[src/rtl/counter_pkg.sv]
// rtl/counter_pkg.sv - shared types and constants for the counter bank
package counter_pkg;

  localparam int DEFAULT_WIDTH = 32;

  typedef enum logic [1:0] {
    IDLE = 2'd0,
    RUN  = 2'd1,
    DONE = 2'd2
  } ch_state_t;

endpackage

[src/rtl/counter_ch.sv]
// rtl/counter_ch.sv - single up/down counter channel with IDLE/RUN/DONE control
module counter_ch
  import counter_pkg::*;
#(
  parameter int WIDTH       = DEFAULT_WIDTH,
  parameter int AUTO_RELOAD = 0
) (
  input  logic             clk,
  input  logic             rst_l,
  input  logic             clear,
  input  logic             set,
  input  logic [WIDTH-1:0] set_val,
  input  logic             up,
  input  logic [WIDTH-1:0] limit,
  input  logic             en,
  output logic [WIDTH-1:0] count,
  output logic             busy,
  output logic             done,
  output logic             tc_pulse
);

  localparam logic [WIDTH-1:0] ONE = {{(WIDTH-1){1'b0}}, 1'b1};

  ch_state_t        state, state_nxt;
  logic [WIDTH-1:0] count_q, count_nxt;
  logic [WIDTH-1:0] reload_q, reload_nxt;
  logic [WIDTH-1:0] term_q, term_nxt;
  logic             up_q, up_nxt;
  logic             tc_q, tc_nxt;
  logic [WIDTH-1:0] set_term;
  logic [WIDTH-1:0] step_val;

  // Terminal for a fresh load, and the next count value in the latched direction
  always_comb begin
    set_term = up ? limit : '0;
    step_val = up_q ? (count_q + ONE) : (count_q - ONE);
  end

  // State and datapath registers; reset aborts any count without a terminal pulse
  always_ff @(posedge clk or negedge rst_l) begin
    if (!rst_l) begin
      state    <= IDLE;
      count_q  <= '0;
      reload_q <= '0;
      term_q   <= '0;
      up_q     <= 1'b0;
      tc_q     <= 1'b0;
    end else begin
      state    <= state_nxt;
      count_q  <= count_nxt;
      reload_q <= reload_nxt;
      term_q   <= term_nxt;
      up_q     <= up_nxt;
      tc_q     <= tc_nxt;
    end
  end

  // Next state: clear beats set, set beats en; tc is high only on entry to DONE
  always_comb begin
    state_nxt  = state;
    count_nxt  = count_q;
    reload_nxt = reload_q;
    term_nxt   = term_q;
    up_nxt     = up_q;
    tc_nxt     = 1'b0;
    if (clear) begin
      state_nxt  = IDLE;
      count_nxt  = '0;
      reload_nxt = '0;
      term_nxt   = '0;
      up_nxt     = 1'b0;
    end else if (set) begin
      count_nxt  = set_val;
      reload_nxt = set_val;
      term_nxt   = set_term;
      up_nxt     = up;
      if (set_val != set_term) begin
        state_nxt = RUN;
      end else begin
        state_nxt = DONE;
        tc_nxt    = 1'b1;
      end
    end else if (en) begin
      case (state)
        RUN: begin
          count_nxt = step_val;
          if (step_val == term_q) begin
            state_nxt = DONE;
            tc_nxt    = 1'b1;
          end
        end
        DONE: begin
          if (AUTO_RELOAD != 0) begin
            count_nxt = reload_q;
            if (reload_q == term_q) begin
              tc_nxt = 1'b1;
            end else begin
              state_nxt = RUN;
            end
          end
        end
        default: begin
        end
      endcase
    end
  end

  // Outputs decode registered state only, so no input reaches them combinationally
  always_comb begin
    count    = count_q;
    busy     = (state == RUN);
    done     = (state == DONE);
    tc_pulse = tc_q;
  end

endmodule

[src/rtl/counter_bank.sv]
// rtl/counter_bank.sv - bank of NUM_CH independent counter channels
module counter_bank
  import counter_pkg::*;
#(
  parameter int WIDTH       = DEFAULT_WIDTH,
  parameter int NUM_CH      = 4,
  parameter int AUTO_RELOAD = 0
) (
  input  logic                    clk,
  input  logic                    rst_l,
  input  logic                    clear,
  input  logic [NUM_CH-1:0]       set,
  input  logic [NUM_CH*WIDTH-1:0] set_val,
  input  logic [NUM_CH-1:0]       up,
  input  logic [NUM_CH*WIDTH-1:0] limit,
  input  logic [NUM_CH-1:0]       en,
  output logic [NUM_CH*WIDTH-1:0] count,
  output logic [NUM_CH-1:0]       busy,
  output logic [NUM_CH-1:0]       done,
  output logic [NUM_CH-1:0]       tc_pulse
);

  // One channel per slice of the packed buses
  for (genvar i = 0; i < NUM_CH; i++) begin : g_ch
    counter_ch #(
      .WIDTH       (WIDTH),
      .AUTO_RELOAD (AUTO_RELOAD)
    ) u_ch (
      .clk      (clk),
      .rst_l    (rst_l),
      .clear    (clear),
      .set      (set[i]),
      .set_val  (set_val[i*WIDTH +: WIDTH]),
      .up       (up[i]),
      .limit    (limit[i*WIDTH +: WIDTH]),
      .en       (en[i]),
      .count    (count[i*WIDTH +: WIDTH]),
      .busy     (busy[i]),
      .done     (done[i]),
      .tc_pulse (tc_pulse[i])
    );
  end

endmodule

[config.mk]
export PLATFORM = sky130hd
export DESIGN_NAME = counter_bank
export DESIGN_NICKNAME = d
export VERILOG_FILES = /design/src/rtl/counter_pkg.sv /design/src/rtl/counter_ch.sv /design/src/rtl/counter_bank.sv
export SDC_FILE = /design/constraint.sdc
export NUM_CORES = 1
export LEC_CHECK = 0
export CORE_UTILIZATION = 40
export DETAILED_ROUTE_END_ITERATION = 12
export MAX_ROUTING_LAYER = met4
export PLACE_DENSITY = 0.73
export SLEW_MARGIN = 20
export SYNTH_ARGS = -nofsm -noshare
export SYNTH_HDL_FRONTEND = slang
export SYNTH_HIERARCHICAL = 1
export SYNTH_SLANG_ARGS = --single-unit
[constraint.sdc]
create_clock -name clk -period 4.1 [get_ports clk]
set_input_delay 0.615 -clock clk [delete_from_list [all_inputs] [get_ports clk]]
set_output_delay 0.615 -clock clk [all_outputs]
set_load 0.01 [all_outputs]
==> qor.yml <==
logic_synthesis:
  synth_cells: 3063
  async_flop_share_pct: 100
  synth_nets: 3458
  syn_area_um2: 25000
  synth_enable_flop_cells: 0
  synth-main-ff-cell: "dfrtp_1"
  synth_top_area_share_pct: 27.2
  synth.area.top_cells: "dfrtp_1 (27%), xnor2_1 (7.4%), ha_1 (6.0%), a21oi_1 (5.1%), o21ai_0 (5.0%)"
  yosysUniqueCellTypes: 121
  yosys_warnings: 6
  ys_seq_elements: 272
  avgSynthCellArea_um2: 8.16
  ys_seq_area_share_pct: 27.2
  synth_top_cell_by_area: "dfrtp_1"
setup_path:
  crit_required_ns: 4.52
  crit_arrival_ns: 4.36
  r2r_start: "g_ch[1].u_ch/up_q"
  startpoint_type: "register"
  endpoint_kind: "register"
  rr_worst_depth: 13
  crit_start: "g_ch[1].u_ch/up_q"
  critPathKind: "register to register"
  critical_path_peak_fanout: 16
drt:
  firstDrtPassIters: 8
  vias: 25700
  vias_per_cell: 6.04
  post-route-drc-count: 0
  ant_nets: 0
  wirelength_mm: 95.1
  drtIter0Drc: 1911
  wl_per_cell_um: 22.3
grt:
  grt.overflow.total: 0
  grtUsageMet2_pct: 44.9
  met3_usage_pct: 5.24
  grt_busiest_layer: "met2"
  grt.total_usage_pct: 30.1
  grt_pass1_vias: 24300
  grt_antenna_before_repair: 4
  grt_start_max_net_pins: 94
  grt_pass1_wl_mm: 144
  grtUsageMet1_pct: 40.6
placement:
  dp_hpwl_mm: 74.4
  place_congestion: 1.02
  port_buffers: 410
  dp_slack_ns: 0.114
power_and_ir_drop:
  p_leak_uw: 0.0127
  vdd.ir_drop.worst_mv: 0.262
  power.density_nw_per_um2: 362
  fin_total_pwr_uw: 11300
floorplan:
  fp.dieH_um: 252
  pin_count: 411
  initial_core_util_pct: 40.5
  die_w_um: 252
  core_area_um2: 61700
  rows: 91
  die_area_um2: 63500
sta:
  finalWorstSetupSlack_ns: 0.165
  tns_ns: 0
  worstMarginPinSlew_ns: 0.943
  fmax_ghz: 0.254
  drv_slew: 0
  post-route-period-util_pct: 96.0
  finalCriticalPeriod_ns: 3.94
  finalSetupViolCount: 0
  maxSlewHeadroom_pct: 37.2
  finClkSkew_ns: 0.0109
  hold_violations: 0
clock_tree:
  cts-htree-levels: 2
  cts_tree: "yes"
  holdBufCountCts: 0
  cts_buffer_depth: 3
  cts.sinks: 272
  cts_buffers: 34
  insertion_delay_ns: 0.55
  clk_pin_slew_ns: 0.06
  root_buffer: "clkbuf_16"
job:
  drv_cap: 0
cells_and_area:
  syn2layout_area_growth_pct: 24.6
  layout-drive-gt1-share_pct: 7.37
  nets: 3792
worst_hold_path:
  hold_class: "primary input to async pin"
run_status:
  status: "finished clean"
[layout by cell type, fill, tap and decap left out, types with 75 or more instances in the layout]
master | synthesis | routed
o21ai_0 | 248 | 248
a21oi_1 | 257 | 255
xor2_1 | 85 | 85
nand3_1 | 75 | 75
xnor2_1 | 210 | 210
dfrtp_1 | 272 | 272
ha_1 | 120 | 116
clkdlybuf4s50_1 | 0 | 405
nor2_1 | 272 | 269
buf_4 | 9 | 79
nand2_1 | 287 | 286
a22o_1 | 132 | 132
[registers in the layout, summed over array words and instances (netlist names)]
register,flops
g_ch.u_ch/state,8
g_ch.u_ch/term_q,128
g_ch.u_ch/up_q,4
g_ch.u_ch/tc_pulse,4
g_ch.u_ch/count,128
[layer usage]
layer	part of all wire [%]	up-vias
met5	0	-
met4	3.8	0
met3	7.5	184
met2	44	1021
met1	45	12400
li1	-	12100
[worst paths after layout]
check	to	slack (ns)
worst max-delay path	g_ch[1].u_ch/state[0]	0.16
worst min-delay path	g_ch[3].u_ch/term_q[30]	0.05
worst max register to register	g_ch[1].u_ch/state[0]	0.16
worst min register to register	g_ch[0].u_ch/up_q	0.48
max in group asynchronous	g_ch[2].u_ch/term_q[17]	3.12
min in group clk	g_ch[0].u_ch/up_q	0.48
[worst max-delay path, stage by stage (launching register included)]
cell	delay, ns
dfrtp_1	0.48
inv_1	0.10
buf_4	0.22
fa_1	0.46
a211oi_4	0.35
o21ai_2	0.17
a21o_1	0.28
a211oi_4	0.33
mux2i_1	0.12
a2111o_1	0.29
nor4_1	0.37
nand4_1	0.24
nor4_4	0.26
o22ai_1	0.13
[cell usage after synthesis (14+ instances only)]
library cell,instances
a221oi_1,16
and3_1,15
nor2_1,272
nand3_1,75
o22ai_1,16
nand2_1,287
dfrtp_1,272
clkbuf_1,131
nor3b_1,18
a21o_1,55
a21oi_1,257
nand3b_1,57
a211oi_1,46
buf_2,34
o211ai_1,34
xor2_1,85
inv_1,70
o21a_1,25
nor3_1,45
xnor2_1,210
o21ai_0,248
a31oi_1,29
a22oi_1,52
nand4_1,58
nand2b_1,14
nor4_1,31
a22o_1,132
ha_1,120
nor2b_1,17
[report_power, final]
part,total (µW),internal (µW),switching (µW)
Combinational,5150,2170,2980
Clock,3100,1880,1220
Sequential,3040,2840,199
[kinds of logic after synthesis]
group	count (synthesis)	synth area share (%)
AO/OA/AOI/OAI	1102	30.1
AND/OR/NAND/NOR	980	19.5
XOR/XNOR	308	11.5
flip-flops	272	27.2
buffers and inverters	265	4.85
adder cells (fa/ha/maj)	124	6.33
multiplexers	12	0.486
[layout make-up]
type,instances,area (µm²)
multi-input cells,2526,17100
clock inverters,5,75.1
repair buffers,492,4760
inverters,71,267
diodes,4,10.0
clock buffers,52,1050
fillers,5992,30600
flip-flops and latches,272,6810
well taps,837,1050
[repair_timing]
item | in CTS | in global routing
buffers inserted | 0 | 3
endpoints found under the hold margin | 0 | 0
endpoints found under the setup margin | 0 | 13
gates resized for setup | 0 | 24
[per-stage QoR]
step,hold WS [ns],util [%],cells,instance area [µm²]
finish,0.0494,50.5,4259,31100
global placement,0.459,48.4,4195,29900
global route,0.0799,50.5,4259,31100
CTS,0.0396,50.2,4252,31000
floorplan,0.319,-,3063,25000
detailed placement,0.466,48.4,4195,29900
Note: power is estimated with default switching activity, not from simulation.
